File: src/rtl/profiler_pkg.sv
// rtl/profiler_pkg.sv - shared types and defaults for the event profiler
package profiler_pkg;

  typedef enum logic {EV_EDGE = 1'b0, EV_LEVEL = 1'b1} ev_mode_t;

  localparam int DEFAULT_CNT_W  = 32;
  localparam int DEFAULT_NUM_CH = 8;

endpackage

File: src/rtl/event_counter_bank_if.sv
// rtl/event_counter_bank_if.sv - indexed shadow-bank read port
interface event_counter_bank_if
  import profiler_pkg::*;
#(
  parameter int NUM_CH = DEFAULT_NUM_CH,
  parameter int CNT_W  = DEFAULT_CNT_W
);

  localparam int SEL_W = $clog2(NUM_CH) + 1;

  logic             rd_en;
  logic [SEL_W-1:0] rd_sel;
  logic [CNT_W-1:0] rd_data;
  logic             rd_valid;

  modport master (output rd_en, output rd_sel, input rd_data, input rd_valid);
  modport slave  (input rd_en, input rd_sel, output rd_data, output rd_valid);

endinterface

File: src/rtl/event_counter_ch.sv
// rtl/event_counter_ch.sv - one event channel: edge detect, counter, sticky overflow
module event_counter_ch
  import profiler_pkg::*;
#(
  parameter int CNT_W    = DEFAULT_CNT_W,
  parameter int SATURATE = 1
) (
  input  logic             clk,
  input  logic             rst,
  input  logic             enable,
  input  logic             clear,
  input  logic             event_in,
  input  ev_mode_t         mode,
  output logic [CNT_W-1:0] count,
  output logic             overflow
);

  logic prev;
  logic inc;

  // prev follows the raw input unconditionally so enable/clear never create a fake edge
  always_ff @(posedge clk or posedge rst) begin
    if (rst) prev <= 1'b0;
    else     prev <= event_in;
  end

  // LEVEL counts every high cycle, EDGE only the first cycle of an assertion
  always_comb begin
    inc = 1'b0;
    if (enable) begin
      if (mode == EV_LEVEL) inc = event_in;
      else                  inc = event_in & ~prev;
    end
  end

  // counter and sticky overflow; clear wins over an increment in the same cycle
  always_ff @(posedge clk or posedge rst) begin
    if (rst) begin
      count    <= '0;
      overflow <= 1'b0;
    end else if (clear) begin
      count    <= '0;
      overflow <= 1'b0;
    end else if (inc) begin
      if (&count) begin
        overflow <= 1'b1;
        if (SATURATE == 0) count <= '0;
      end else begin
        count <= count + CNT_W'(1);
      end
    end
  end

endmodule

File: src/rtl/event_counter_bank.sv
// rtl/event_counter_bank.sv - multi-channel event counters with snapshot shadow bank
module event_counter_bank
  import profiler_pkg::*;
#(
  parameter int NUM_CH   = DEFAULT_NUM_CH,
  parameter int CNT_W    = DEFAULT_CNT_W,
  parameter int SATURATE = 1
) (
  input  logic                 clk,
  input  logic                 rst,
  input  logic                 enable,
  input  logic                 clear,
  input  logic [NUM_CH-1:0]    event_in,
  input  logic [NUM_CH-1:0]    mode,
  input  logic                 snap,
  event_counter_bank_if.slave  rd_bus,
  output logic [NUM_CH-1:0]    overflow
);

  localparam int SEL_W = $clog2(NUM_CH) + 1;

  logic [CNT_W-1:0] live   [NUM_CH];
  logic [CNT_W-1:0] shadow [NUM_CH];
  logic [CNT_W-1:0] rd_mux;

  for (genvar i = 0; i < NUM_CH; i++) begin : g_ch
    event_counter_ch #(
      .CNT_W    (CNT_W),
      .SATURATE (SATURATE)
    ) u_ch (
      .clk      (clk),
      .rst      (rst),
      .enable   (enable),
      .clear    (clear),
      .event_in (event_in[i]),
      .mode     (ev_mode_t'(mode[i])),
      .count    (live[i]),
      .overflow (overflow[i])
    );
  end

  // shadow captures the pre-update live values, so a same-cycle clear cannot zero a snapshot
  always_ff @(posedge clk or posedge rst) begin
    if (rst) begin
      for (int i = 0; i < NUM_CH; i++) shadow[i] <= '0;
    end else if (snap) begin
      for (int i = 0; i < NUM_CH; i++) shadow[i] <= live[i];
    end
  end

  // read mux; out-of-range selects fall through to zero
  always_comb begin
    rd_mux = '0;
    for (int i = 0; i < NUM_CH; i++) begin
      if (rd_bus.rd_sel == SEL_W'(i)) rd_mux = shadow[i];
    end
  end

  // registered read port: one-cycle latency, data held between requests
  always_ff @(posedge clk or posedge rst) begin
    if (rst) begin
      rd_bus.rd_data  <= '0;
      rd_bus.rd_valid <= 1'b0;
    end else begin
      rd_bus.rd_valid <= rd_bus.rd_en;
      if (rd_bus.rd_en) rd_bus.rd_data <= rd_mux;
    end
  end

endmodule

File: src/flat_wrapper.sv
// flat-port wrapper written by rule: the top's interface ports become plain ports
module event_counter_bank_flat import profiler_pkg::*;
#(
  parameter int NUM_CH   = DEFAULT_NUM_CH,
  parameter int CNT_W    = DEFAULT_CNT_W,
  parameter int SATURATE = 1
)
  (clk, rst, enable, clear, event_in, mode, snap, overflow, rd_bus_rd_en, rd_bus_rd_sel, rd_bus_rd_data, rd_bus_rd_valid);
  event_counter_bank_if #(.NUM_CH(NUM_CH), .CNT_W(CNT_W)) rd_bus_i ();
  input  logic clk;
  input  logic rst;
  input  logic enable;
  input  logic clear;
  input  logic [NUM_CH-1:0] event_in;
  input  logic [NUM_CH-1:0] mode;
  input  logic snap;
  output logic [NUM_CH-1:0] overflow;
  input wire logic [$bits(rd_bus_i.rd_en)-1:0] rd_bus_rd_en;
  input wire logic [$bits(rd_bus_i.rd_sel)-1:0] rd_bus_rd_sel;
  output wire logic [$bits(rd_bus_i.rd_data)-1:0] rd_bus_rd_data;
  output wire logic [$bits(rd_bus_i.rd_valid)-1:0] rd_bus_rd_valid;
  assign rd_bus_i.rd_en = rd_bus_rd_en;
  assign rd_bus_i.rd_sel = rd_bus_rd_sel;
  assign rd_bus_rd_data = rd_bus_i.rd_data;
  assign rd_bus_rd_valid = rd_bus_i.rd_valid;
  event_counter_bank #(.NUM_CH(NUM_CH), .CNT_W(CNT_W), .SATURATE(SATURATE)) u_core (.clk(clk), .rst(rst), .enable(enable), .clear(clear), .event_in(event_in), .mode(mode), .snap(snap), .rd_bus(rd_bus_i), .overflow(overflow));
endmodule
File: config.mk
export PLATFORM = sky130hd
export DESIGN_NAME = event_counter_bank_flat
export DESIGN_NICKNAME = d
export VERILOG_FILES = /design/src/rtl/profiler_pkg.sv /design/src/rtl/event_counter_bank_if.sv /design/src/rtl/event_counter_ch.sv /design/src/rtl/event_counter_bank.sv /design/src/flat_wrapper.sv
export SDC_FILE = /design/constraint.sdc
export NUM_CORES = 1
export LEC_CHECK = 0
export ABC_AREA = 1
export CAP_MARGIN = 5
export CORE_MARGIN = 1
export CORE_UTILIZATION = 45
export DETAILED_ROUTE_END_ITERATION = 10
export PLACE_DENSITY = 0.64
export SKIP_LAST_GASP = 1
export SYNTH_ARGS = -nofsm -noshare
export SYNTH_HDL_FRONTEND = slang
export SYNTH_SLANG_ARGS = --single-unit
File: constraint.sdc
create_clock -name clk -period 26.8 [get_ports clk]
set_input_delay 4.02 -clock clk [delete_from_list [all_inputs] [get_ports clk]]
set_output_delay 4.02 -clock clk [all_outputs]
set_load 0.005 [all_outputs]
# Word-level counts from Yosys, hierarchy flattened
# Cells that the tools add are included.
# W data, S select, Z words.
[totals]
regBits = 561
latchBits = 0
ram_bits = 0
romBits = 0
input_bits = 26
output_inout_bits = 41
elab_cells = 186
mem_count = 0
[op_classes]
addsub = 8
multipliers = 0
div_mod_pow = 0
order_cmp = 0
n_eq_ne = 15
shift = 0
n_mux = 72
bitwise = 16
n_reduce_logical = 41
[op_table]
columns = ["op", "n"]
rows = [
  ["$mux W32", 32],
  ["$add A32 B1 Y32 const B", 8],
  ["$reduce_and A32 Y1", 8],
  ["$mux W1", 40],
  ["$reduce_and A2 Y1", 16],
  ["$reduce_bool A2 Y1", 16],
  ["$eq A4 B3 Y1 const B", 4],
  ["$ne A2 B2 Y1 const B", 8],
  ["$and A1 B1 Y1", 8],
  ["$eq A4 B2 Y1 const B", 2],
  ["$not A1 Y1", 8],
  ["$eq A4 B1 Y1 const B", 1],
  ["$logic_not A4 Y1", 1],
]

# Logic depth before layout (Yosys ltp)
# Gate-level depths: netlist of run 1.
[depth]
depth_word = 9
depth_mapped = 11
depth_no_buf = 10

# Hierarchy
# Synthesis of run 1 repeated with hierarchy kept, for this count alone.
[unflattened]
cells_unflattened = 3868
hier_area_um2 = 32727.6
[by_module_without_submodules]
columns = ["module", "n_inst", "cells_each", "area_each_um2", "seq_area_each_um2"]
rows = [
  ["event_counter_ch", 8, 335, 2509.9, 850.8],
  ["event_counter_bank", 1, 1188, 12648.4, 7231.9],
]

# Least setup slack after synthesis of run 1
# Ideal clock, no wire load.
[synth_path]
path_type = "input -> register"
start = "input snap"
end = "register u_core.shadow[115] (netlist bit)"
setup_time_ns = 0.137
t_arrival_ns = 5.066
slack_ns = 21.597
path_stages = 5
n_path_buf = 4
cell_sequence = "clkbuf_1 clkbuf_1 clkbuf_1 buf_1 a21oi_1"
[synth_lines]
columns = ["item", "line", "text"]
rows = [
  ["from (decl)", "flat_wrapper.sv:16", "input logic snap;"],
  ["to (decl)", "event_counter_bank.sv:23", "logic [CNT_W-1:0] shadow [NUM_CH];"],
]
# No word-level cell between the ends.

==> results.yml, run 1 <==
outcome:
  status: "completed"
clock_tree:
  postCtsHoldBufs: 0
  tritoncts: "done"
  cts_setup_buffers: 0
  clk_latency_ns: 0.61
  cts_inserted_buffers: 66
  clock_sinks: 561
  cts_buffer_depth: 3
  root_buffer: "clkbuf_16"
  h-tree-depth: 3
  post_cts_resized: 0
  clk_pin_slew_ns: 0.06
floorplanning:
  ios: 67
  dieHeight_um: 263
  start_util_pct: 45.5
  die_w_um: 263
  core_um2: 67200
  rows: 95
  die-area_um2: 68900
final_layout:
  final_area_um2: 33800
  drive_gt1_share_pct: 6.20
  fin_cells: 5131
  diodes: 0
  fill_cells: 6606
  num-nets-final: 4244
  area_growth_pct: 10.7
routing:
  via_count: 27087
  first_pass_iters: 6
  via_per_inst: 5.28
  drtIter0Drc: 2846
  wirelength_um: 91200
  wl_per_cell_um: 17.8
  post-route-drc-count: 0
  ant_nets: 0
yosys:
  syn_nets: 4263
  synth_area_um2: 30500
  synth_edf_count: 0
  async_flop_share_pct: 100
  synth_common_cells: "nand2_1 (1312), nor2_1 (700), dfrtp_1 (561), nand3_1 (434), inv_1 (297)"
  yosysMostFrequentCell: "nand2_1"
  synth-seq-cells: 561
  synth_cell_types: 29
  netlist_top_cells_area: "dfrtp_1 (46%), nand2_1 (16%), nor2_1 (8.6%)"
  synth_ff_type: "dfrtp_1"
  synth_top_cell_by_area: "dfrtp_1"
  yosysWarningCount: 0
  ys_seq_area_share_pct: 46.0
  avgSynthCellArea_um2: 7.22
  syn_inst: 4229
  yosysTopAreaCellShare_pct: 46.0
placed_design:
  placed_cells: 5015
  place_area_um2: 31600
  hpwl_um: 65500
  gp_congestion: 0.930
  post-place-ws_ns: 18.95
  io_buffer_count: 66
global_routing:
  grt_pass1_vias: 25022
  antenna_found_initial: 0
  gr-total-overflow: 0
  grt_usage_pct: 26.7
  grt_max_degree: 190
  grt_pass1_wl_um: 145000
setup_path:
  critPathLaunch: "rst"
  r2r-start: "u_core.g_ch[3].u_ch.count[0]"
  critPathMaxFanout: 168
  critPathKind: "in2async"
  cp-start-kind: "primary input"
  worstPathRequired_ns: 27.39
  cp-end-kind: "asynchronous set/reset pin"
  worstPathArrival_ns: 7.66
timing:
  timing.slew.headroom_pct: 30.3
  hold_ws_ns: 0.489
  tightest_slew_ns: 1.04
  rsz0062_at_grt: "no"
  fin_crit_sh_pct: 26.4
  layout_setup_ws_ns: 19.74
  max_freq_mhz: 142
  fin_tns_setup_ns: 0
  finalClockSkew_ns: 0.0342
  setup_viol: 0
  hold_violations: 0
  slew_viol_final: 0
  period_minus_slack_ns: 7.06
power_and_ir_drop:
  ir_drop_v: 0.0000346
  leakage_uw: 0.0143
  p_per_area_nw_per_um2: 57.7
min_path:
  hp-class: "reg2reg"
  worst_hold_startpoint: "u_core.rd_bus.rd_data[22]"
run:
  cap_violations: 0
[layout by cell type, fill, tap and decap left out, types with 8 or more instances in the layout]
master              n
buf_4              20
clkinv_2           10
ha_1                8
xor2_1             50
clkbuf_16          69
nor2_2             10
a21oi_1           168
o21ai_1            43
nand4_1            45
o21ai_0           255
dfrtp_1           561
nand2_2            11
nor2_4             10
clkbuf_1           20
mux2_2             74
inv_1             295
nand3_1           434
clkdlybuf4s50_1    64
xnor2_1            30
nor2_1            696
inv_2              10
nand2_1          1312
or2_2              22
[area by class of cell]
type	count	area (um^2)	area share, %
Timing Repair Buffer	90	891	2.64
Clock buffer	94	1870	5.53
Multi-Input combinational cell	3184	14500	42.8
Clock inverter	22	279	0.826
Tap cell	873	1090	3.23
Sequential cell	561	14000	41.5
Inverter	307	1170	3.45
[stage by stage]
stage	total power, uW	utilization [%]
after floorplan	1000	-
after global placement	1050	47.1
after detailed placement	1050	47.1
after CTS	1970	50.3
after global routing	2020	50.3
final	1950	50.3
[path summary, 6_finish.rpt]
check,slack [ns],end,cells after the start
max,19.74,u_core.shadow[95],5
min,0.49,u_core.rd_bus.rd_data[22],2
max reg2reg,23.74,u_core.g_ch[3].u_ch.count[6],10
min reg2reg,0.49,u_core.rd_bus.rd_data[22],2
max in group clk,20.03,u_core.g_ch[4].u_ch.count[6],8
min in group asynchronous,3.93,u_core.g_ch[1].u_ch.overflow,2
[layer usage]
metal	wire length (um)	share of wire (%)	track usage, %
met1	43500	48	40.5
met2	39200	43	39.3
met3	5690	6.2	3.86
met5	0	0	0
met4	2740	3.0	8.12
[logic make-up (layout without fill, tap and decap cells)]
| kind of cell | count (synthesis) | in the layout | share of synthesized area, % |
|---|---|---|---|
| AOI/OAI and AO/OA | 472 | 472 | 7.78 |
| xor gates and xnor gates | 80 | 80 | 2.29 |
| adders and majority gates | 8 | 8 | 0.328 |
| buffers and inverters | 484 | 513 | 6.78 |
| DFF | 561 | 561 | 46.0 |
| muxes | 74 | 74 | 2.73 |
| and+or+nand+nor | 2550 | 2550 | 34.1 |
[critical path, cell delays in order]
cell and delay [ns]:
clkdlybuf4s50_1 0.49, inv_8 0.49, buf_12 0.70, buf_12 0.78, buf_4 0.84
[flip-flops by register name, indices dropped and copies added, names as in the netlist]
| register | cells |
|---|---|
| u_core.shadow | 256 |
| u_core.g_ch.u_ch.prev | 8 |
| u_core.rd_bus.rd_data | 32 |
| u_core.g_ch.u_ch.count | 256 |
| u_core.rd_bus.rd_valid | 1 |
| u_core.g_ch.u_ch.overflow | 8 |
[where the power goes]
part           switching, uW  internal [uW]  leakage (uW)  total, uW
clock                    367            544       0.00105        912
sequential              26.3            878       0.00754        904
combinational           93.7           40.7       0.00576        134
total                    487           1460        0.0143       1950
Note: power is estimated with default switching activity, not from simulation.
==> run 2: changes to the inputs <==
--- a/config.mk
+++ b/config.mk
@@ -10,7 +10,7 @@
 export CORE_MARGIN = 1
 export CORE_UTILIZATION = 45
 export DETAILED_ROUTE_END_ITERATION = 10
-export PLACE_DENSITY = 0.64
+export PLACE_DENSITY = 0.66
 export SKIP_LAST_GASP = 1
 export SYNTH_ARGS = -nofsm -noshare
 export SYNTH_HDL_FRONTEND = slang
==> constraint.sdc (replaced) <==
create_clock -name clk -period 6.4 [get_ports clk]
set_input_delay 0.96 -clock clk [delete_from_list [all_inputs] [get_ports clk]]
set_output_delay 0.96 -clock clk [all_outputs]
set_load 0.005 [all_outputs]
==> results.yml, run 2 (same netlist as run 1, synthesis figures left out) <==
power_and_ir_drop:
  ir_drop_v: 0.000152
  p_sw_share_pct: 24.6
  intPower_uw: 6240
  total_power_uw: 8280
  p_per_area_nw_per_um2: 244
  share_comb_of_total_power_pct: 6.8
  power_frac_seq_pct: 45.9
  clockPowerShare_pct: 47.3
  leakage_uw: 0.0144
  p_sw_uw: 2040
clock_tree:
  tritoncts: "done"
  clk_latency_ns: 0.60
  postCtsHoldBufs: 0
  cts_setup_buffers: 0
  h-tree-depth: 3
  cts_inserted_buffers: 66
  cts_buffer_depth: 3
  post_cts_resized: 0
  clk_pin_slew_ns: 0.06
  root_buffer: "clkbuf_16"
  clock_sinks: 561
timing:
  fin_crit_sh_pct: 54.2
  slew_viol_final: 0
  rsz0062_at_grt: "no"
  period_minus_slack_ns: 3.47
  tightest_slew_ns: 0.997
  hold_violations: 0
  hold_ws_ns: 0.482
  max_freq_mhz: 288
  timing.slew.headroom_pct: 33.5
  finalClockSkew_ns: 0.0264
  setup_viol: 0
  layout_setup_ws_ns: 2.93
routing:
  via_per_inst: 5.32
  wl_per_cell_um: 17.5
  wirelength_um: 90100
  post-route-drc-count: 0
  first_pass_iters: 6
  via_count: 27333
  ant_nets: 0
  drtIter0Drc: 2804
final_layout:
  fin_cells: 5135
  diodes: 0
  final_common_cell: "nand2_1"
  final_area_um2: 33900
  num-nets-final: 4249
  layout_common_cells: "nand2_1 (1312), nor2_1 (696), dfrtp_1 (561), nand3_1 (434), inv_1 (295)"
  drive_gt1_share_pct: 6.52
  reg_top3: "u_core.g_ch.u_ch.count x256, u_core.shadow x256, u_core.rd_bus.rd_data x32"
  area_growth_pct: 11.2
floorplanning:
  start_util_pct: 45.5
  core_um2: 67200
  die_w_um: 263
  ios: 67
  rows: 95
  die-area_um2: 68900
  dieHeight_um: 263
global_routing:
  grt_usage_pct: 26.3
  grt_pass1_vias: 24964
  antenna_found_initial: 0
  grt_max_degree: 171
  grt_pass1_wl_um: 143000
  gr-total-overflow: 0
run:
  cap_violations: 0
setup_path:
  worstPathArrival_ns: 4.00
  crit_family: "buffers and inverters"
  worstPathRequired_ns: 6.93
  cp-start-kind: "primary input"
  critPathBufInv: 4
  critPathKind: "in2reg"
  ff2ff_setup_slack_ns: 3.42
  slowest_delay_ns: 0.68
  critPathMaxFanout: 49
  cpMaxStageDelayCell: "nand2_2"
  path_cells: "clkdlybuf4s50_1, buf_4, inv_1, o21ai_0, nand2_2, inv_1, nand3_1, nand2_1"
  cp_common_cell: "inv_1"
  cp-end-kind: "register"
min_path:
  hp-class: "reg2reg"
placed_design:
  io_buffer_count: 66
  placed_cells: 5020
  place_area_um2: 31700
  hpwl_um: 64800
  post-place-ws_ns: 2.36
  gp_congestion: 0.926
outcome:
  status: "completed"
==> run 2: final cells by class <==
cell class	count	area, um^2
clock buffers	95	1980
clock inverters	20	267
fillers	6508	33200
inverters	307	1160
multi-input cells	3184	14500
flip-flops and latches	561	14000
well taps	873	1090
repair buffers	95	941
==> run 2: through the flow <==
step	util [%]	TNS, ns
6_report	50.5	0
3_3_place_gp	47.2	0
4_1_cts	50.5	0
3_5_place_dp	47.2	0
2_1_floorplan	-	-1232.92
5_1_grt	50.5	0
==> run 2: routing by layer <==
| layer | global-route usage (%) | share of wire, % |
|---|---|---|
| met1 | 40.1 | 48 |
| met2 | 38.7 | 43 |
| met3 | 3.50 | 6.1 |
| met4 | 7.92 | 2.6 |
| met5 | 0 | 0 |
==> run 2: worst paths after layout <==
| path | from | to | cells after the start |
|---|---|---|---|
| worst max-delay path | enable | u_core.g_ch[6].u_ch.count[15] | 8 |
| worst min register to register | u_core.rd_bus.rd_data[4] | u_core.rd_bus.rd_data[4] | 2 |
| max in group asynchronous | rst | u_core.g_ch[6].u_ch.count[14] | 3 |
| min in group asynchronous | rst | u_core.g_ch[2].u_ch.prev | 2 |
| worst max register to register | u_core.g_ch[6].u_ch.count[1] | u_core.g_ch[6].u_ch.count[9] | 10 |
| worst min-delay path | u_core.rd_bus.rd_data[4] | u_core.rd_bus.rd_data[4] | 2 |
==> run 2: power by group through the flow <==
stage          sequential, uW  clock (uW)  combinational (uW)
3_5_place_dp             3850           0                 567
5_1_grt                  3810        4140                 634
6_report                 3800        3920                 564
3_3_place_gp             3850           0                 559
2_1_floorplan            3810           0                 393
4_1_cts                  3790        3980                 571
==> run 2: worst reg2reg max path, stage by stage, from the launching register on <==
cell and delay [ns]:
dfrtp_1 0.45, ha_1 0.34, nand2_1 0.17, nor2_4 0.20, nand2_2 0.12, nor2_4 0.14
nand3_1 0.10, nand2_2 0.64, inv_1 0.46, nand2_1 0.18, nand2_1 0.07
